**src/rtl/sae_best_vector_select_if.sv**
```systemverilog
// Candidate and result channels of the best-vector selector.
// The master drives candidates and accepts results; the slave is the selector.
interface sae_best_vector_select_if #(
  parameter int MV_W  = 6,
  parameter int SAE_W = 32,
  parameter int CNT_W = 10
);
  // Candidate channel
  logic                    cand_valid;
  logic                    cand_ready;
  logic signed [MV_W-1:0]  cand_mvx;
  logic signed [MV_W-1:0]  cand_mvy;
  logic        [SAE_W-1:0] cand_sae;
  logic                    cand_last;

  // Result channel
  logic                    best_valid;
  logic                    best_ready;
  logic signed [MV_W-1:0]  best_mvx;
  logic signed [MV_W-1:0]  best_mvy;
  logic        [SAE_W-1:0] best_sae;
  logic        [CNT_W-1:0] best_count;

  modport master (
    output cand_valid, cand_mvx, cand_mvy, cand_sae, cand_last, best_ready,
    input  cand_ready, best_valid, best_mvx, best_mvy, best_sae, best_count
  );

  modport slave (
    input  cand_valid, cand_mvx, cand_mvy, cand_sae, cand_last, best_ready,
    output cand_ready, best_valid, best_mvx, best_mvy, best_sae, best_count
  );
endinterface

```
**src/rtl/sae_best_vector_select.sv**
```systemverilog
// Minimum-SAE motion-vector selector.
// Accepts one SAE result per candidate vector, keeps the earliest strict
// minimum over a full search window and presents it on a valid/ready output.
module sae_best_vector_select #(
  parameter int N     = 46,
  parameter int M     = 16,
  parameter int SAE_W = 32,
  parameter int MV_W  = 6
) (
  input  logic                          clk,
  input  logic                          rst_n,
  input  logic                          start,
  sae_best_vector_select_if.slave       bus,
  output logic                          proto_err,
  output logic                          busy
);

  localparam int R        = (N - M) / 2;
  localparam int NUM_CAND = (2 * R + 1) * (2 * R + 1);
  localparam int CNT_W    = $clog2(NUM_CAND + 1);

  localparam logic signed [MV_W-1:0] R_POS    = MV_W'(R);
  localparam logic signed [MV_W-1:0] R_NEG    = MV_W'(-R);
  localparam logic [CNT_W-1:0]       CNT_FULL = CNT_W'(NUM_CAND);

  typedef enum logic [1:0] {
    IDLE    = 2'd0,
    COLLECT = 2'd1,
    DONE    = 2'd2
  } state_t;

  state_t                  state_q, state_d;
  logic signed [MV_W-1:0]  best_mvx_q, best_mvx_d;
  logic signed [MV_W-1:0]  best_mvy_q, best_mvy_d;
  logic        [SAE_W-1:0] best_sae_q, best_sae_d;
  logic        [CNT_W-1:0] count_q, count_d;
  logic                    proto_err_q, proto_err_d;

  // A vector component is usable only inside the +/-R search window.
  function automatic logic comp_in_range(input logic signed [MV_W-1:0] v);
    return (v >= R_NEG) && (v <= R_POS);
  endfunction

  logic             xfer;
  logic             cand_ok;
  logic [CNT_W-1:0] count_inc;
  logic [CNT_W-1:0] count_after;
  logic             reach_full;

  assign xfer        = (state_q == COLLECT) && bus.cand_valid;
  assign cand_ok     = comp_in_range(bus.cand_mvx) && comp_in_range(bus.cand_mvy);
  assign count_inc   = count_q + 1'b1;
  assign count_after = cand_ok ? count_inc : count_q;
  assign reach_full  = cand_ok && (count_inc == CNT_FULL);

  // Next-state and datapath update for the search FSM.
  always_comb begin
    state_d     = state_q;
    best_mvx_d  = best_mvx_q;
    best_mvy_d  = best_mvy_q;
    best_sae_d  = best_sae_q;
    count_d     = count_q;
    proto_err_d = proto_err_q;

    unique case (state_q)
      IDLE: begin
        if (start) begin
          count_d     = '0;
          proto_err_d = 1'b0;
          best_sae_d  = '1;
          best_mvx_d  = '0;
          best_mvy_d  = '0;
          state_d     = COLLECT;
        end
      end

      COLLECT: begin
        if (xfer) begin
          if (!cand_ok) begin
            // Out-of-window vectors are dropped but flagged.
            proto_err_d = 1'b1;
          end else begin
            count_d = count_inc;
            // Strict less-than keeps the earliest candidate on ties.
            if (bus.cand_sae < best_sae_q) begin
              best_sae_d = bus.cand_sae;
              best_mvx_d = bus.cand_mvx;
              best_mvy_d = bus.cand_mvy;
            end
          end

          if (bus.cand_last || reach_full) begin
            state_d = DONE;
            // Early/late termination means the producer miscounted.
            if (bus.cand_last && (count_after != CNT_FULL)) proto_err_d = 1'b1;
            if (reach_full && !bus.cand_last)                proto_err_d = 1'b1;
          end
        end
      end

      DONE: begin
        if (bus.best_ready) state_d = IDLE;
      end

      default: state_d = IDLE;
    endcase
  end

  // State and result registers; reset abandons any search in flight.
  always_ff @(posedge clk or negedge rst_n) begin
    if (!rst_n) begin
      state_q     <= IDLE;
      best_mvx_q  <= '0;
      best_mvy_q  <= '0;
      best_sae_q  <= '1;
      count_q     <= '0;
      proto_err_q <= 1'b0;
    end else begin
      state_q     <= state_d;
      best_mvx_q  <= best_mvx_d;
      best_mvy_q  <= best_mvy_d;
      best_sae_q  <= best_sae_d;
      count_q     <= count_d;
      proto_err_q <= proto_err_d;
    end
  end

  // Handshake outputs decode the registered state only, so nothing on the
  // candidate inputs reaches the result outputs combinationally.
  assign bus.cand_ready = (state_q == COLLECT);
  assign bus.best_valid = (state_q == DONE);
  assign busy           = (state_q != IDLE);

  assign bus.best_mvx   = best_mvx_q;
  assign bus.best_mvy   = best_mvy_q;
  assign bus.best_sae   = best_sae_q;
  assign bus.best_count = count_q;
  assign proto_err      = proto_err_q;

endmodule

```
**src/flat_wrapper.sv**
```systemverilog
// flat-port wrapper written by rule: the top's interface ports become plain ports
module sae_best_vector_select_flat 
#(
  parameter int N     = 46,
  parameter int M     = 16,
  parameter int SAE_W = 32,
  parameter int MV_W  = 6
)
  (clk, rst_n, start, proto_err, busy, bus_cand_valid, bus_cand_mvx, bus_cand_mvy, bus_cand_sae, bus_cand_last, bus_best_ready, bus_cand_ready, bus_best_valid, bus_best_mvx, bus_best_mvy, bus_best_sae, bus_best_count);
  sae_best_vector_select_if #(.MV_W(MV_W), .SAE_W(SAE_W), .CNT_W((10))) bus_i ();
  input  logic clk;
  input  logic rst_n;
  input  logic start;
  output logic proto_err;
  output logic busy;
  input wire logic [$bits(bus_i.cand_valid)-1:0] bus_cand_valid;
  input wire logic [$bits(bus_i.cand_mvx)-1:0] bus_cand_mvx;
  input wire logic [$bits(bus_i.cand_mvy)-1:0] bus_cand_mvy;
  input wire logic [$bits(bus_i.cand_sae)-1:0] bus_cand_sae;
  input wire logic [$bits(bus_i.cand_last)-1:0] bus_cand_last;
  input wire logic [$bits(bus_i.best_ready)-1:0] bus_best_ready;
  output wire logic [$bits(bus_i.cand_ready)-1:0] bus_cand_ready;
  output wire logic [$bits(bus_i.best_valid)-1:0] bus_best_valid;
  output wire logic [$bits(bus_i.best_mvx)-1:0] bus_best_mvx;
  output wire logic [$bits(bus_i.best_mvy)-1:0] bus_best_mvy;
  output wire logic [$bits(bus_i.best_sae)-1:0] bus_best_sae;
  output wire logic [$bits(bus_i.best_count)-1:0] bus_best_count;
  assign bus_i.cand_valid = bus_cand_valid;
  assign bus_i.cand_mvx = bus_cand_mvx;
  assign bus_i.cand_mvy = bus_cand_mvy;
  assign bus_i.cand_sae = bus_cand_sae;
  assign bus_i.cand_last = bus_cand_last;
  assign bus_i.best_ready = bus_best_ready;
  assign bus_cand_ready = bus_i.cand_ready;
  assign bus_best_valid = bus_i.best_valid;
  assign bus_best_mvx = bus_i.best_mvx;
  assign bus_best_mvy = bus_i.best_mvy;
  assign bus_best_sae = bus_i.best_sae;
  assign bus_best_count = bus_i.best_count;
  sae_best_vector_select #(.N(N), .M(M), .SAE_W(SAE_W), .MV_W(MV_W)) u_core (.clk(clk), .rst_n(rst_n), .start(start), .bus(bus_i), .proto_err(proto_err), .busy(busy));
endmodule
```
**config.mk**
```make
export PLATFORM = sky130hd
export DESIGN_NAME = sae_best_vector_select_flat
export DESIGN_NICKNAME = d
export VERILOG_FILES = /design/src/rtl/sae_best_vector_select_if.sv /design/src/rtl/sae_best_vector_select.sv /design/src/flat_wrapper.sv
export SDC_FILE = /design/constraint.sdc
export NUM_CORES = 1
export LEC_CHECK = 0
export ABC_CLOCK_PERIOD_IN_PS = 4200
export CAP_MARGIN = 10
export CELL_PAD_IN_SITES_DETAIL_PLACEMENT = 1
export CELL_PAD_IN_SITES_GLOBAL_PLACEMENT = 2
export CORE_MARGIN = 5
export CORE_UTILIZATION = 31
export CTS_CLUSTER_SIZE = 28
export DETAILED_ROUTE_END_ITERATION = 10
export MAX_ROUTING_LAYER = met4
export PLACE_DENSITY = 0.87
export SLEW_MARGIN = 20
export SYNTH_ARGS = -nofsm -noshare
export SYNTH_HDL_FRONTEND = slang
export SYNTH_SLANG_ARGS = --single-unit
```
**constraint.sdc**
```tcl
create_clock -name clk -period 4.2 [get_ports clk]
set_input_delay 0.84 -clock clk [delete_from_list [all_inputs] [get_ports clk]]
set_output_delay 0.84 -clock clk [all_outputs]
set_load 0.01 [all_outputs]
```
# After elaboration in Yosys (flattened, before gate mapping)

Cells that the tools add are included.

Register bits: 57
Input bits: 50
Output and inout bits: 58
Word-level logic and storage cells: 67

Add/subtract/negate cells: 1
Eq/ne operators: 10
Muxes and demuxes: 30
$lt $le $gt $ge: 5
Reductions and logical operators: 15

Operators with widths:

| kind                                                                  | count |
|---|---|
| 32-bit two-way mux                                                    | 4 |
| 32-bit one-hot mux with 2 select lines                                | 1 |
| 6-bit two-way mux                                                     | 7 |
| 32-bit less-than comparator                                           | 1 |
| 10-bit two-way mux                                                    | 3 |
| 6-bit one-hot mux with 2 select lines                                 | 2 |
| 10-bit one-hot mux with 2 select lines                                | 1 |
| 6-bit by 5-bit >= comparator with 1-bit output, second input constant | 2 |
| 6-bit by 5-bit <= comparator with 1-bit output, second input constant | 2 |
| 10-bit by 1-bit adder with 10-bit output, second input constant       | 1 |
| 10-bit equality test, second input constant                           | 1 |
| 10-bit != test, second input constant                                 | 1 |
| 2-bit two-way mux                                                     | 4 |
| 2-bit by 1-bit != test with 1-bit output, second input constant       | 4 |
| 1-bit logical AND                                                     | 7 |
| 1-bit two-way mux                                                     | 6 |
| 2-bit one-hot mux with 3 select lines                                 | 1 |
| 5-bit AND reduction                                                   | 1 |
| 2-bit != test, second input constant                                  | 2 |
| 4-bit AND reduction                                                   | 1 |
| 2-bit nonzero test                                                    | 2 |
| 3-bit AND reduction                                                   | 1 |
| 2-bit by 1-bit equality test with 1-bit output, second input constant | 1 |
| 2-bit equality test, second input constant                            | 1 |
| 4 further kinds                                                       | 4 |

# Logic depth before layout (Yosys ltp)

Depth in word-level cells: 11
Gate-level depth with buffers: 10
Gate-level depth less buffers: 8

# Worst setup path after synthesis

OpenSTA, ideal clock, no wires.

Path kind: input-to-reg
Start point: in bus_cand_sae[31]
End point: reg u_core.best_mvx_q[4] (netlist: u_core.bus.best_mvx[4])
Library setup time: 124 ps
Data required time: 4076 ps
Arrival time: 2509 ps
Path slack: 1567 ps
Buffers on the path: 2
Stages on the path: 9
Cells stage by stage: ha_1 nand4_1 or3_1 nor4_1 o21ai_1 nor4b_2 buf_6 buf_12 mux2i_1

Cells in the longest elaborated chain, start to end: 3

Ends and longest elaborated chain:

| what                                                      | line                          | RTL |
|---|---|---|
| start, declared                                           | flat_wrapper.sv:19            | `input wire logic [$bits(bus_i.cand_sae)-1:0] bus_cand_sae;` |
| 32-bit less-than comparator                               | sae_best_vector_select.sv:85  | `if (bus.cand_sae < best_sae_q) begin` |
| 2-bit by 1-bit != test with 1-bit output (no source line) | --                            |  |
| 5-bit AND reduction (no source line)                      | --                            |  |
| end signal, assigned                                      | sae_best_vector_select.sv:120 | `best_mvx_q <= best_mvx_d;` |
| end, declared                                             | sae_best_vector_select.sv:33  | `logic signed [MV_W-1:0] best_mvx_q, best_mvx_d;` |

No other way between the ends.
A chain may end at the register's enable or synchronous reset.

# Final worst setup path

Start point: in bus_cand_sae[30]
End point: reg u_core.best_sae_q[14] (netlist: u_core.bus.best_sae[14])

Cells in the longest elaborated chain, start to end: 3

Ends and longest elaborated chain:

| what                                                      | line                          | RTL |
|---|---|---|
| 32-bit less-than comparator                               | sae_best_vector_select.sv:85  |  |
| 2-bit by 1-bit != test with 1-bit output (no source line) | --                            |  |
| 5-bit AND reduction (no source line)                      | --                            |  |
| end signal, assigned                                      | sae_best_vector_select.sv:122 | `best_sae_q <= best_sae_d;` |
| end, declared                                             | sae_best_vector_select.sv:35  | `logic [SAE_W-1:0] best_sae_q, best_sae_d;` |

No other way between the ends.

==> results.sh <==
export IMPL_max_stage_delay_ps=440
export IMPL_io_pins=108
export IMPL_drive_above_1_share_pct=10.9
export IMPL_die_w_um=123
export IMPL_finalCritPeriodShare_pct=72.5
export IMPL_hold_viol=0
export IMPL_crit_slowest_cell="clkdlybuf4s50_1"
export IMPL_grt_use_met2_pct=29.1
export IMPL_ir_worst_vdd_v=0.000224
export IMPL_synth_cell_type_count=51
export IMPL_whs_ps=519
export IMPL_cts_sinks=57
export IMPL_dp_hpwl_um=9170
export IMPL_ys_seq_area_share_pct=37.2
export IMPL_ys_flop_type="dfstp_2"
export IMPL_cts_hold_buf=0
export IMPL_wl_um=12300
export IMPL_syn_avg_cell_area_um2=8.87
export IMPL_netlist_instances=444
export IMPL_cts_tree="yes"
export IMPL_drcViolationCount=0
export IMPL_cts_resized=0
export IMPL_ys_warn_count=0
export IMPL_numCtsBuffers=9
export IMPL_core_um2=12500
export IMPL_setup_viol=0
export IMPL_synth_edf_count=0
export IMPL_critPathArrivalTime_ps=3300
export IMPL_cp_start_kind="input pin"
export IMPL_synth_net_count=527
export IMPL_grt_pass1_wl_um=20300
export IMPL_port_buffers=107
export IMPL_antenna_found_initial=0
export IMPL_rows=41
export IMPL_power_leakage_nw=2.43
export IMPL_die_area_um2=15100
export IMPL_synth_area_um2=3940
export IMPL_cts_htree_levels=3
export IMPL_reg2reg_depth=9
export IMPL_p_per_area_nw_per_um2=453
export IMPL_syn_to_final_growth_pct=37.2
export IMPL_critPathRequiredTime_ps=4450
export IMPL_wire_per_inst_um=17.1
export IMPL_slew_violations=0
export IMPL_routed_via_density=5.07
export IMPL_initial_utilization_pct=31.5
export IMPL_clk_pin_slew_ps=50
export IMPL_gp_congestion=0.905
export IMPL_clockBufferDepth=2
export IMPL_grt_start_max_net_pins=34
export IMPL_tns_ps=0
export IMPL_cts_setup_buffers=0
export IMPL_rsz0062_at_grt="no"
export IMPL_outcome="completed"
export IMPL_cap_violations=0
export IMPL_grt_busiest_layer="met2"
export IMPL_overflow=0
export IMPL_num_vias=3652
export IMPL_fin_nets=626
export IMPL_crit_type="input pin to register"
export IMPL_antennaDiodeCount=0
export IMPL_fin_skew_ps=5.08
export IMPL_fmax_ghz=0.328
export IMPL_period_needed_ps=3050
export IMPL_first_global_vias=3935
export IMPL_grt_util_met1_pct=22.1
export IMPL_cp_max_fo=13
export IMPL_r2r_slack_ps=1540
export IMPL_end_kind="register"
export IMPL_endpoint="u_core.bus.best_sae[14]"
export IMPL_drt_pass1_iter_count=4
export IMPL_antenna_left=0
export IMPL_first_iter_violations=151
export IMPL_crit_path_cell_trace="clkdlybuf4s50_1 -> ha_1 -> nand4_1 -> or3_1 -> nor4_1 -> o21ai_1 -> nor4b_4 -> buf_4 -> mux2i_1"
export IMPL_async_flop_share_pct=100
export IMPL_met3_usage_pct=3.04
export IMPL_root_buffer="clkbuf_16"
export IMPL_die_y_um=123
export IMPL_r2r_end="u_core.bus.best_sae[14]"
export IMPL_holdCritPathClass="register to register"
export IMPL_ys_ff_latch=57
export IMPL_nFillCells=1495
export IMPL_grtUsageTotal_pct=17.5
export IMPL_clk_latency_ps=330
export IMPL_relSlewSlack_pct=47.7
export IMPL_crit_path_start="bus_cand_sae[30]"
export IMPL_tightest_slew_ps=785
export IMPL_crit_reg2reg_launch="u_core.bus.best_sae[31]"
metrics by stage:
step	util, %	total power, W	std cells	worst slack, ps	area, um2
2_1_floorplan	-	0.00129	444	1570	3940
3_3_place_gp	40.9	0.00170	704	901	5120
5_1_grt	43.2	0.00261	720	999	5410
4_1_cts	43.2	0.00250	720	1140	5410
3_5_place_dp	40.9	0.00174	704	781	5120
6_report	43.2	0.00245	720	1150	5410
power by group:
group / switching [W] / internal, W
logic: 0.000463 / 0.000441
registers: 0.0000999 / 0.000713
clock network: 0.000259 / 0.000474
critical path: cells and delay by family:
kind | cells | cell delay, ps
AOI/OAI and AO/OA | 1 | 130
muxes | 1 | 190
and+or+nand+nor | 4 | 1150
adders and majority gates | 1 | 310
buffers and inverters | 2 | 670
state kept, by name, indices dropped and copies added (netlist names):
name	cells
u_core.proto_err	1
u_core.bus.best_count	10
u_core.bus.best_mvx	6
u_core.bus.best_mvy	6
u_core.state_q	2
u_core.bus.best_sae	32
synthesized netlist by cell type, types with 2 or more instances:
master | number | area [um2]
a41oi_1 | 2 | 17.5
dfrtp_1 | 25 | 626
inv_1 | 39 | 146
nand4_1 | 10 | 62.6
a211o_1 | 2 | 17.5
buf_12 | 4 | 80.1
o21ai_0 | 14 | 70.1
o21bai_1 | 2 | 15.0
buf_6 | 2 | 22.5
nand3_1 | 8 | 40.0
a31oi_1 | 8 | 50.1
a21oi_1 | 19 | 95.1
mux2i_1 | 44 | 440
nor3_1 | 4 | 20.0
and4_1 | 4 | 35.0
nand2_1 | 43 | 161
dfstp_2 | 32 | 841
and2_1 | 4 | 25.0
nor2_1 | 73 | 274
and3_1 | 2 | 12.5
o31ai_1 | 5 | 37.5
ha_1 | 33 | 413
o22ai_1 | 3 | 18.8
a21o_1 | 3 | 22.5
or3_1 | 2 | 12.5
nand2b_1 | 5 | 31.3
xnor2_1 | 2 | 17.5
a211oi_1 | 2 | 15.0
o21ai_1 | 4 | 20.0
nor4_1 | 5 | 31.3
clkbuf_1 | 19 | 71.3
layout by cell type (no fill, tap or decap), types with 5 or more instances in the layout:
master / count
a21oi_1: 19
inv_1: 39
nor2_1: 73
nand4_1: 10
buf_4: 6
nand3_1: 8
nand2_1: 43
nand2b_1: 5
o31ai_1: 5
o21ai_0: 14
mux2i_1: 44
nor4_1: 5
clkdlybuf4s50_1: 106
a31oi_1: 8
ha_1: 33
dfrtp_1: 25
dfstp_2: 32
clkbuf_16: 9
layer usage:
metal | part of all wire (%) | up-vias
met4 | 1.0 | 0
met3 | 5.1 | 11
met2 | 48 | 106
met1 | 46 | 1799
met5 | 0 | -
li1 | - | 1736
cell type report:
class	instances	area (um2)	area share, %
inverter	39	146	2.71
clock buffer	13	250	4.63
timing repair buffer	114	1130	20.9
multi-input combinational	322	2160	39.9
clock inverter	3	40.0	0.741
sequential	57	1470	27.1
tap	172	215	3.98
worst min-delay path by stage:
stage	endpoint	depth (start not counted)	from
after floorplan	u_core.state_q[0]	1	u_core.state_q[1]
after global placement	u_core.state_q[0]	1	u_core.state_q[1]
after detailed placement	u_core.state_q[0]	1	u_core.state_q[1]
after CTS	u_core.state_q[0]	1	u_core.state_q[1]
after global routing	u_core.state_q[0]	1	u_core.state_q[1]
final	u_core.state_q[0]	1	u_core.state_q[1]
logic make-up after synthesis:
family	share of synthesized area (%)
muxes	11.5
AOI/OAI and AO/OA	13.1
adders and majority gates	10.5
and+or+nand+nor	18.8
xor gates and xnor gates	0.667
DFF	37.2
buffers and inverters	8.26
(Power assumes the default switching activity.)
==> RTL change: new RTL, same flow settings <==
Encoding of `state_t`: now one-hot (3 bits for 3 states).
--- a/src/rtl/sae_best_vector_select.sv
+++ b/src/rtl/sae_best_vector_select.sv
@@ -23,10 +23,10 @@
   localparam logic signed [MV_W-1:0] R_NEG    = MV_W'(-R);
   localparam logic [CNT_W-1:0]       CNT_FULL = CNT_W'(NUM_CAND);
 
-  typedef enum logic [1:0] {
-    IDLE    = 2'd0,
-    COLLECT = 2'd1,
-    DONE    = 2'd2
+  typedef enum logic [2:0] {
+    IDLE    = 3'b001,
+    COLLECT = 3'b010,
+    DONE    = 3'b100
   } state_t;
 
   state_t                  state_q, state_d;
Function: same outputs for any inputs over 10 cycles, from zero or initial values and one cycle with rst_n low; not proved beyond that.
==> RTL change against the original RTL <==
Cell area is 1.7% higher; die area hardly changed; sequential cell count is 1 higher; core utilization is 0.75 points higher; routed wire length is 2.5% lower; total power is 15% lower; area after synthesis hardly changed; worst setup slack worse by 0.25 ns; largest power group is now clock.
==> RTL change: results (changes against the original RTL) <==
met1 track demand over resource=20.8% (-1.3 points); Post-Route M1 WL=5440 um (-3.3%); Syn Inst Count=439 (-1.1%); met2 Usage GRT=29.1% (+0.068 points); Synth cell types=56 (+9.8%); run status=finished clean; global-route wire length before repair=19800 um (-2.1%); Post-Layout Cell Count=718 (-0.28%); inverter count=37 (-5.1%); share of layout cells above drive strength 1=12.5% (+1.5 points); Seq area share=27.1% (about the same); fillers=1488 (-0.47%); GRT Overall Usage=17.1% (-0.39 points); worst-path fanout max=24 (+11); pin count of the biggest net entering global routing=35 (+2.9%); min-delay src=u_core.bus.best_mvy[3]$_DFFE_PN0P_; post-DP HPWL=8960 um (-2.3%); Layout clock area frac=6.41% (+1.0 points); Worst Hold Class=flop to flop; pre-CTS setup slack=0.520 ns (-0.261 ns); Post-Place Cells=702 (-0.28%); clock skew=0.00677 ns (+0.00170 ns); M3 GR Usage=3.36% (+0.32 points); metal3 WL=450 um (-29%); WL met2=6000 um (+1.1%); post-synthesis sequential area ratio=37.9% (+0.69 points); clock buf count=11 (-2); Syn Std Cell Area=0.00394 mm^2 (about the same); Post-synth top cells=nor2_1 (76), mux2i_1 (46), nand2_1 (46), inv_1 (37); Num Clock Sinks=58 (+1.8%); WP data arrival=3.54 ns (+0.24 ns); Compound-Gate Fraction of Synth Area=13.1% (+0.040 points); multi-input logic area=0.00217 mm^2 (+0.81%); Placement Cell Area=0.00515 mm^2 (+0.61%); Worst slew margin=49.9% (+2.2 points); Post-Synth Adder-Cell Area=10.5% (about the same); Critical path origin=bus_cand_sae[25]; Non-CTS buffers=115 (+0.88%); Post-Synth XOR/XNOR Area=0.890% (+0.22 points); Finished Core Util=43.9% (+0.75 points); slowest stage cell on the critical path=a2111oi_0; leakage power=2.49 nW (+2.2%); R2R Path Start=u_core.bus.best_sae[25]$_DFFE_PN1P_; initial detailed-routing violation count=164 (+8.6%); wire per inst=16.7 um (-2.2%); Final nets=624 (-0.32%)
-- RTL change: changes by cell type after synthesis, sizes merged, moves of 3 or more --
cell / delta
nand4: -6
nor2: +3
nand2b: -3
and3: +3
buf: +4
a31oi: -3
nand2: +5
clkbuf: -6
nor4: -4
o22ai: -3
-- RTL change: path summary, 6_finish.rpt --
check	cells past startpoint	to	slack [ns]
min in group asynchronous	1	u_core.bus.best_mvx[5]$_DFFE_PN0P_	0.55
min reg2reg	2	u_core.bus.best_mvy[3]$_DFFE_PN0P_	0.53
min	2	u_core.bus.best_mvy[3]$_DFFE_PN0P_	0.53
max in group asynchronous	2	u_core.bus.best_sae[5]$_DFFE_PN1P_	2.72
max reg2reg	9	u_core.bus.best_mvx[5]$_DFFE_PN0P_	1.27
max	9	u_core.bus.best_mvx[5]$_DFFE_PN0P_	0.90
-- RTL change: where the power goes --
part	leakage, nW	switching (mW)	internal [mW]
logic	1.62	0.314	0.237
clock network	0.176	0.269	0.610
registers	0.694	0.0456	0.618
